===== src/rtl/recon_writeback.sv =====
// recon_writeback: serialises one reconstructed block (MB_SIZE_L x MB_SIZE_W
// pixels) into the frame-buffer write port at raster addresses, one pixel per
// accepted write, in row-major order.
// Ports:
//   clk, reset     clock; synchronous active-low reset
//   in_valid/ready block handshake from the reconstructor
//   mbnumber       raster block index of the offered block
//   reconst        block pixels, index r*MB_SIZE_W + c
//   mem_we/addr/wdata/mem_ready  frame-buffer write port (valid/ready)
//   done           one-cycle pulse after the last write of a block is accepted
//   err            one-cycle pulse when a block with out-of-range index is rejected
module recon_writeback #(
  parameter int unsigned WIDTH     = 1280,
  parameter int unsigned LENGTH    = 720,
  parameter int unsigned MB_SIZE_L = 4,
  parameter int unsigned MB_SIZE_W = 4,
  parameter int unsigned ADDR_W    = 20
) (
  input  logic              clk,
  input  logic              reset,
  input  logic              in_valid,
  output logic              in_ready,
  input  logic [31:0]       mbnumber,
  input  logic [7:0]        reconst [MB_SIZE_L*MB_SIZE_W],
  output logic              mem_we,
  output logic [ADDR_W-1:0] mem_addr,
  output logic [7:0]        mem_wdata,
  input  logic              mem_ready,
  output logic              done,
  output logic              err
);

  localparam int unsigned MBS_PER_ROW = WIDTH / MB_SIZE_W;
  localparam int unsigned MB_TOTAL    = MBS_PER_ROW * (LENGTH / MB_SIZE_L);
  localparam int unsigned N           = MB_SIZE_L * MB_SIZE_W;
  localparam int unsigned RW          = (MB_SIZE_L > 1) ? $clog2(MB_SIZE_L) : 1;
  localparam int unsigned CW          = (MB_SIZE_W > 1) ? $clog2(MB_SIZE_W) : 1;
  localparam int unsigned IW          = (N > 1) ? $clog2(N) : 1;

  typedef enum logic [1:0] {IDLE, WRITE, DONE} state_t;

  state_t            state_q, state_d;
  logic              in_ready_q, in_ready_d;
  logic              mem_we_q, mem_we_d;
  logic [ADDR_W-1:0] mem_addr_q, mem_addr_d;
  logic [7:0]        mem_wdata_q, mem_wdata_d;
  logic              done_q, done_d;
  logic              err_q, err_d;
  logic [ADDR_W-1:0] base_q, base_d;
  logic [ADDR_W-1:0] row_off_q, row_off_d;
  logic [RW-1:0]     r_q, r_d;
  logic [CW-1:0]     c_q, c_d;
  logic [IW-1:0]     idx_q, idx_d;
  logic [7:0]        buf_q [N];
  logic              load_buf;
  logic [31:0]       mb_row, mb_col;
  logic [ADDR_W-1:0] base_calc;

  // Block origin in the frame; divisors are constants.
  always_comb begin
    mb_row    = mbnumber / MBS_PER_ROW;
    mb_col    = mbnumber % MBS_PER_ROW;
    base_calc = ADDR_W'(mb_row * MB_SIZE_L * WIDTH + mb_col * MB_SIZE_W);
  end

  // Next-state and registered-output logic.
  always_comb begin
    state_d     = state_q;
    in_ready_d  = 1'b0;
    mem_we_d    = mem_we_q;
    mem_addr_d  = mem_addr_q;
    mem_wdata_d = mem_wdata_q;
    done_d      = 1'b0;
    err_d       = 1'b0;
    base_d      = base_q;
    row_off_d   = row_off_q;
    r_d         = r_q;
    c_d         = c_q;
    idx_d       = idx_q;
    load_buf    = 1'b0;

    case (state_q)
      IDLE: begin
        in_ready_d = 1'b1;
        mem_we_d   = 1'b0;
        if (in_valid && in_ready_q) begin
          if (mbnumber < MB_TOTAL) begin
            load_buf    = 1'b1;
            state_d     = WRITE;
            in_ready_d  = 1'b0;
            base_d      = base_calc;
            row_off_d   = '0;
            r_d         = '0;
            c_d         = '0;
            idx_d       = '0;
            mem_we_d    = 1'b1;
            mem_addr_d  = base_calc;
            mem_wdata_d = reconst[0];
          end else begin
            err_d = 1'b1;
          end
        end
      end

      WRITE: begin
        if (mem_ready) begin
          if (r_q == RW'(MB_SIZE_L - 1) && c_q == CW'(MB_SIZE_W - 1)) begin
            state_d  = DONE;
            mem_we_d = 1'b0;
            done_d   = 1'b1;
          end else begin
            if (c_q == CW'(MB_SIZE_W - 1)) begin
              c_d       = '0;
              r_d       = r_q + RW'(1);
              row_off_d = row_off_q + ADDR_W'(WIDTH);
            end else begin
              c_d = c_q + CW'(1);
            end
            idx_d       = idx_q + IW'(1);
            mem_addr_d  = base_q + row_off_d + ADDR_W'(c_d);
            mem_wdata_d = buf_q[idx_d];
          end
        end
      end

      DONE: begin
        in_ready_d = 1'b1;
        state_d    = IDLE;
      end

      default: state_d = IDLE;
    endcase
  end

  // State and output registers.
  always_ff @(posedge clk) begin
    if (!reset) begin
      state_q     <= IDLE;
      in_ready_q  <= 1'b0;
      mem_we_q    <= 1'b0;
      mem_addr_q  <= '0;
      mem_wdata_q <= '0;
      done_q      <= 1'b0;
      err_q       <= 1'b0;
      base_q      <= '0;
      row_off_q   <= '0;
      r_q         <= '0;
      c_q         <= '0;
      idx_q       <= '0;
    end else begin
      state_q     <= state_d;
      in_ready_q  <= in_ready_d;
      mem_we_q    <= mem_we_d;
      mem_addr_q  <= mem_addr_d;
      mem_wdata_q <= mem_wdata_d;
      done_q      <= done_d;
      err_q       <= err_d;
      base_q      <= base_d;
      row_off_q   <= row_off_d;
      r_q         <= r_d;
      c_q         <= c_d;
      idx_q       <= idx_d;
    end
  end

  // Pixel buffer keeps its contents across reset; loaded only on acceptance.
  always_ff @(posedge clk) begin
    if (reset && load_buf) begin
      buf_q <= reconst;
    end
  end

  assign in_ready  = in_ready_q;
  assign mem_we    = mem_we_q;
  assign mem_addr  = mem_addr_q;
  assign mem_wdata = mem_wdata_q;
  assign done      = done_q;
  assign err       = err_q;

endmodule


===== config.mk =====
export PLATFORM = sky130hd
export DESIGN_NAME = recon_writeback
export DESIGN_NICKNAME = d
export VERILOG_FILES = /design/src/rtl/recon_writeback.sv
export SDC_FILE = /design/constraint.sdc
export NUM_CORES = 1
export LEC_CHECK = 0
export BUFFER_PORTS_ARGS = -buffer_cell sky130_fd_sc_hd__buf_2
export CORE_ASPECT_RATIO = 0.6
export CORE_UTILIZATION = 55
export DETAILED_ROUTE_END_ITERATION = 10
export HOLD_SLACK_MARGIN = 0.12
export MAX_ROUTING_LAYER = met4
export PLACE_DENSITY_LB_ADDON = 0.15
export SLEW_MARGIN = 20
export SYNTH_ARGS = -nofsm -noshare
export SYNTH_HDL_FRONTEND = slang
export SYNTH_SLANG_ARGS = --single-unit

===== constraint.sdc =====
create_clock -name clk -period 19.1 [get_ports clk]
set_input_delay 0.955 -clock clk [delete_from_list [all_inputs] [get_ports clk]]
set_output_delay 0.955 -clock clk [all_outputs]
set_load 0.02 [all_outputs]

==> flow_summary_export.csv, run 1 <==
group,metric,value,unit
status,status,"completed",
die,coreArea,0.0222,mm^2
sta,finalClockSkew,0.0109,ns
cts,cts_max_level,4,
place,finalWeightedCongestion,0.959,
setup_path,cp-end-kind,"register",
synthesis,ys_ff_latch,200,
synthesis,netlist.top_cell.by_area,"edfxtp_1",
hold_path,worstHoldStart,"mem_addr[1]",
hold_path,hold_path.class,"register to register",
place,hpwl,24.3,mm
sta,fmax,88.1,MHz
setup_path,crit_type,"input port to register",
die,ios,196,
cts,postCtsHoldBufs,0,
setup_path,crit_fanout,21,
global_route,grt_pass1_wl,52.5,mm
layout,layout_commonest_cell,"buf_2",
sta,setup_viol,0,
synthesis,synth_top_cell_area_share,0.308,
sta,setup_tns,0,ns
sta,maxSlewHeadroom,0.320,
flow_run,drv_cap,0,
cts,ctsResizeCount,0,
layout,fin_area,0.0142,mm^2
global_route,track_usage,0.296,
sta,grt_setup_unrepaired,"no",
setup_path,slowest_stage,"or4_1",
synthesis,synth_top_family_by_area,"compound AO/OA/AOI/OAI gates",
setup_path,cpPeakStageDelay,0.81,ns
setup_path,critical_path.startpoint_type,"input port",
layout,layout-drive-gt1-share,0.233,
setup_path,cp.arrival,11.63,ns
sta,drv_slew,0,
synthesis,synth_ff_type,"edfxtp_1",
cts,clock-root-buffer,"clkbuf_16",
global_route,grt_antenna_before_repair,6,
die,initial_core_util,0.563,
cts,cts_setup_buffers,0,
synthesis,synthAdderAreaFrac,0.0419,
synthesis,synth_mux_area_frac,0.0760,
synthesis,synth-xor-area-share,0.0413,
synthesis,synth.area.top_cells,"edfxtp_1, dfxtp_1, mux4_2",
cts,clk_pin_slew,0.07,ns
synthesis,synthArstFlopShare,0,
synthesis,yosysUniqueCellTypes,111,
hold_path,holdPathStages,2,
synthesis,synth_warnings,0,
synthesis,synth_edf_count,128,
cts,cts_max_path_buffers,2,
power,ir_drop,0.0976,mV
synthesis,avgSynthCellArea,10.1,um^2
die,dieArea,0.0233,mm^2
cts,cts_tree,"done",
sta,worstMarginPinSlew,1.02,ns
global_route,overflow,0,
cts,insertion_delay,0.44,ns
global_route,grt_pass1_vias,9809,
layout,fin_util,0.638,
cts,cts_made_buffers,17,
sta,setup_ws,7.75,ns
drt,vias,10716,
place,dp_slack,7.56,ns
setup_path,path_delay_family,"compound AO/OA/AOI/OAI gates",
global_route,grt_max_degree,84,
setup_path,r2r_cells,17,
hold_path,hold-path-endpoint,"mem_addr[1]",
synthesis,ys_seq_area_frac,0.423,
die,num_rows,42,
setup_path,regToRegEndpoint,"mem_addr[19]",
sta,fin_crit,11.35,ns
die,dieWidth,197,um
layout,fin_nets,1589,
layout,final_cell_mix,"buf_2, edfxtp_1, nor2_1",
sta,fin_hold_ws,0.465,ns
setup_path,crit_buf_inv,3,
sta,hold_violations,0,
drt,routed_wirelength,33.1,mm
place,placed_area,0.0136,mm^2
drt,first_iter_violations,1347,
drt,vias_per_cell,6.26,
die,die_h,119,um
cts,clkSinkCount,200,
drt,ant_nets,0,
layout,area_delta_synth_final,13.3,%
place,portBuffers,195,
power,p_per_area,104,mW/mm^2
drt,wl_per_cell,19.3,um
synthesis,synth_simple_gate_area_frac,0.160,
synthesis,syn-cell-area,0.0125,mm^2
drt,drc,0,
synthesis,synth-compound-area-share,0.213,
power,p_leak,5.42,nW
drt,first_pass_iters,7,
setup_path,r2r_start,"c_q[0]",
synthesis,synthCells,1238,
sta,post-route-period-util,0.594,
setup_path,worstPathRequired,19.38,ns
setup_path,rrSetupSlack,15.19,ns
-- routing by layer --
layer	up-vias	global-route usage	share of wire
li1	5067	-	-
met1	5108	0.460	0.49
met2	512	0.384	0.41
met3	29	0.0725	0.096
met4	0	0.0542	0.0075
met5	-	-	0
-- worst min-delay path: stages, from the launching register on --
cell,delay (ns)
dfxtp_1,0.31
nand2_1,0.05
a21oi_1,0.06
-- cell usage after synthesis (13+ instances only) --
cell type  number
mux2i_1        15
clkbuf_1       58
nand4_1        13
and3_1         16
nand3_1        34
edfxtp_1      128
xor2_1         15
xnor2_1        42
ha_1           37
inv_1          35
mux4_2         33
nor2b_1        13
nor2_1        120
a211oi_1       27
o21ai_0        49
a22oi_1        16
dfxtp_1        72
nand2_1        96
a21oi_1        80
a31oi_1        14
nor3_1         36
a21o_1         13
-- registers in the layout (all words and copies together) (netlist names) --
register   flops
buf_q        128
mem_addr      20
base_q        18
row_off_q     12
mem_wdata      8
idx_q          4
c_q            2
r_q            2
state_q        2
done           1
err            1
in_ready       1
mem_we         1
-- worst max path at each step --
stage                            start           end  slack (ns)  cells past startpoint
after floorplan           mbnumber[31]    base_q[19]        9.44                     43
after global placement    mbnumber[30]    base_q[19]        7.78                     40
after detailed placement  mbnumber[30]  mem_addr[18]        7.56                     38
after CTS                 mbnumber[30]  mem_addr[18]        7.98                     38
after global routing      mbnumber[30]  mem_addr[18]        6.96                     38
final                     mbnumber[30]  mem_addr[18]        7.75                     38
-- area by class of cell --
| cell class | count | area, um^2 |
|---|---|---|
| Fill cell | 1854 | 8020 |
| Antenna cell | 6 | 15.0 |
| Clock buffer | 18 | 429 |
| Sequential cell | 200 | 5290 |
| Clock inverter | 14 | 136 |
| Multi-Input combinational cell | 923 | 6710 |
| Inverter | 40 | 150 |
| Tap cell | 308 | 385 |
| Timing Repair Buffer | 204 | 1040 |
-- power breakdown --
group,switching [mW],internal (mW)
registers,0.000137,0.459
clock network,0.165,0.183
logic,0.393,0.277
total,0.558,0.918
-- through the flow --
| step | instances | total power, mW |
|---|---|---|
| after global placement | 1675 | 1.11 |
| after floorplan | 1247 | 1.01 |
| final | 1713 | 1.48 |
| after detailed placement | 1675 | 1.12 |
| after CTS | 1707 | 1.46 |
| after global routing | 1713 | 1.57 |
-- cell families (layout without fill, tap and decap cells) --
kind of cell / after synthesis / in the layout
and+or+nand+nor: 401 / 401
AOI/OAI and AO/OA: 360 / 360
DFF: 200 / 200
buffers and inverters: 124 / 276
xor gates and xnor gates: 58 / 58
muxes: 53 / 53
adders and majority gates: 41 / 41
other: 1 / 16
No activity file was read; power rests on OpenSTA's default activity.
==> run 2: changes to the inputs <==
==> constraint.sdc (replaced) <==
create_clock -name clk -period 11.6 [get_ports clk]
set_input_delay 0.58 -clock clk [delete_from_list [all_inputs] [get_ports clk]]
set_output_delay 0.58 -clock clk [all_outputs]
set_load 0.02 [all_outputs]
==> flow_summary_export.csv, run 2 (same netlist as run 1, synthesis figures left out) <==
group,metric,value,unit
status,status,"completed",
sta,maxSlewHeadroom,0.313,
cts,clkSinkCount,200,
layout,area_delta_synth_final,13.5,%
drt,vias_per_cell,6.26,
layout,largest_reg_flops,128,
cts,cts_setup_buffers,0,
layout,fillers,1764,
sta,setup_viol,0,
sta,post-route-period-util,0.921,
cts,cts_max_path_buffers,2,
power,swShare,0.374,
setup_path,cp-end-kind,"register",
global_route,grt_pass1_wl,51.9,mm
drt,routed_wirelength,32.7,mm
setup_path,cpPeakStageDelay,0.81,ns
layout,layout_commonest_cell,"buf_2",
setup_path,regToRegEndpoint,"mem_addr[19]",
layout,fin_nets,1591,
sta,fmax,93.6,MHz
die,coreArea,0.0222,mm^2
setup_path,crit_type,"input port to register",
drt,vias,10737,
setup_path,rrSetupSlack,7.67,ns
power,power_switching,0.909,mW
die,num_rows,42,
sta,drv_slew,0,
layout,layout-drive-gt1-share,0.235,
power,pwr-share-seq,0.311,
global_route,grt_pass1_vias,9617,
power,ir_drop,0.136,mV
cts,postCtsHoldBufs,0,
power,p_per_area,172,mW/mm^2
hold_path,holdPathStages,1,
power,p_int,1.52,mW
setup_path,slowest_stage,"or4_1",
cts,cts_tree,"done",
sta,setup_tns,0,ns
setup_path,critical_path.startpoint_type,"input port",
power,pwr-share-clk,0.237,
die,die_h,119,um
layout,regMostFlops,"buf_q",
sta,grt_setup_unrepaired,"no",
global_route,overflow,0,
global_route,grt_antenna_before_repair,6,
cts,ctsResizeCount,0,
drt,first_iter_violations,1293,
power,power_frac_comb,0.453,
setup_path,r2r_start,"c_q[0]",
drt,ant_nets,0,
setup_path,r2r_cells,17,
place,portBuffers,195,
setup_path,worstPathRequired,11.88,ns
sta,finalClockSkew,0.0138,ns
global_route,track_usage,0.293,
hold_path,hold_path.class,"input port to register",
die,dieWidth,197,um
setup_path,crit_fanout,21,
layout,final_cell_mix,"buf_2, edfxtp_1, nor2_1",
sta,hold_violations,0,
global_route,grt_max_degree,82,
hold_path,hold-path-endpoint,"buf_q[43]",
cts,cts_made_buffers,17,
sta,fin_crit,10.68,ns
drt,first_pass_iters,6,
drt,wl_per_cell,19.1,um
cts,clk_pin_slew,0.07,ns
cts,insertion_delay,0.44,ns
die,ios,196,
cts,clock-root-buffer,"clkbuf_16",
place,finalWeightedCongestion,0.967,
cts,cts_max_level,4,
flow_run,drv_cap,0,
sta,worstMarginPinSlew,1.03,ns
die,initial_core_util,0.563,
hold_path,worstHoldStart,"reconst[43]",
place,hpwl,23.9,mm
power,power,2.43,mW
die,dieArea,0.0233,mm^2
drt,drc,0,
setup_path,cp.arrival,10.96,ns
power,p_leak,5.44,nW
## run 2: changes by cell type in the layout (fill, tap and decap cells not counted), sizes merged
cell,previous run,this run
clkinvlp,2,1
bufinv,1,0
buf,204,206
inv,42,41
clkbuf,18,21
## run 2: power by group through the flow
stage	sequential, mW	combinational, mW	clock [mW]
6_report	0.756	1.10	0.576
5_1_grt	0.755	1.22	0.616
4_1_cts	0.756	1.07	0.585
3_5_place_dp	0.772	1.06	0
3_3_place_gp	0.772	1.07	0
2_1_floorplan	0.772	0.885	0
## run 2: through the flow
step	cell area, um^2	std cells	worst slack, ns	utilization	hold WS [ns]
2_1_floorplan	12500	1247	2.32	-	0.438
3_5_place_dp	13600	1677	0.712	0.613	0.450
3_3_place_gp	13600	1677	0.850	0.613	0.440
4_1_cts	14200	1709	1.13	0.639	0.296
5_1_grt	14200	1715	0.132	0.639	0.290
6_report	14200	1715	0.917	0.639	0.313
## run 2: layout make-up
cell class | instances | area [um^2] | area share
Multi-Input combinational cell | 923 | 6710 | 0.473
Sequential cell | 200 | 5290 | 0.373
Timing Repair Buffer | 206 | 1060 | 0.0746
Clock buffer | 21 | 493 | 0.0348
Tap cell | 308 | 385 | 0.0272
Inverter | 40 | 150 | 0.0106
Clock inverter | 11 | 82.6 | 0.00582
Antenna cell | 6 | 15.0 | 0.00106
## run 2: worst max path at each step
stage / startpoint / end / slack, ns / cells after the start
after floorplan: mbnumber[31] / base_q[19] / 2.32 / 43
after global placement: mbnumber[30] / base_q[19] / 0.85 / 40
after detailed placement: mbnumber[30] / base_q[19] / 0.71 / 40
after CTS: mbnumber[30] / base_q[19] / 1.13 / 40
after global routing: mbnumber[30] / mem_addr[18] / 0.13 / 38
final: mbnumber[30] / mem_addr[18] / 0.92 / 39
## run 2: layer usage
metal / share of wire / routed length [um] / up-vias / global-route usage
met2: 0.40 / 13200 / 519 / 0.378
met5: 0 / 0 / - / -
met4: 0.011 / 348 / 0 / 0.0557
li1: - / - / 5065 / -
met3: 0.10 / 3320 / 31 / 0.0722
met1: 0.49 / 15900 / 5122 / 0.458
## run 2: worst max-delay path: cells and delay by family
kind / cells / cell delay (ns)
AO/OA/AOI/OAI: 21 / 4.96
XOR/XNOR: 1 / 0.19
adder cells (fa/ha/maj): 4 / 1.31
buffers and inverters: 4 / 0.67
multiplexers: 1 / 0.29
AND/OR/NAND/NOR: 8 / 2.93
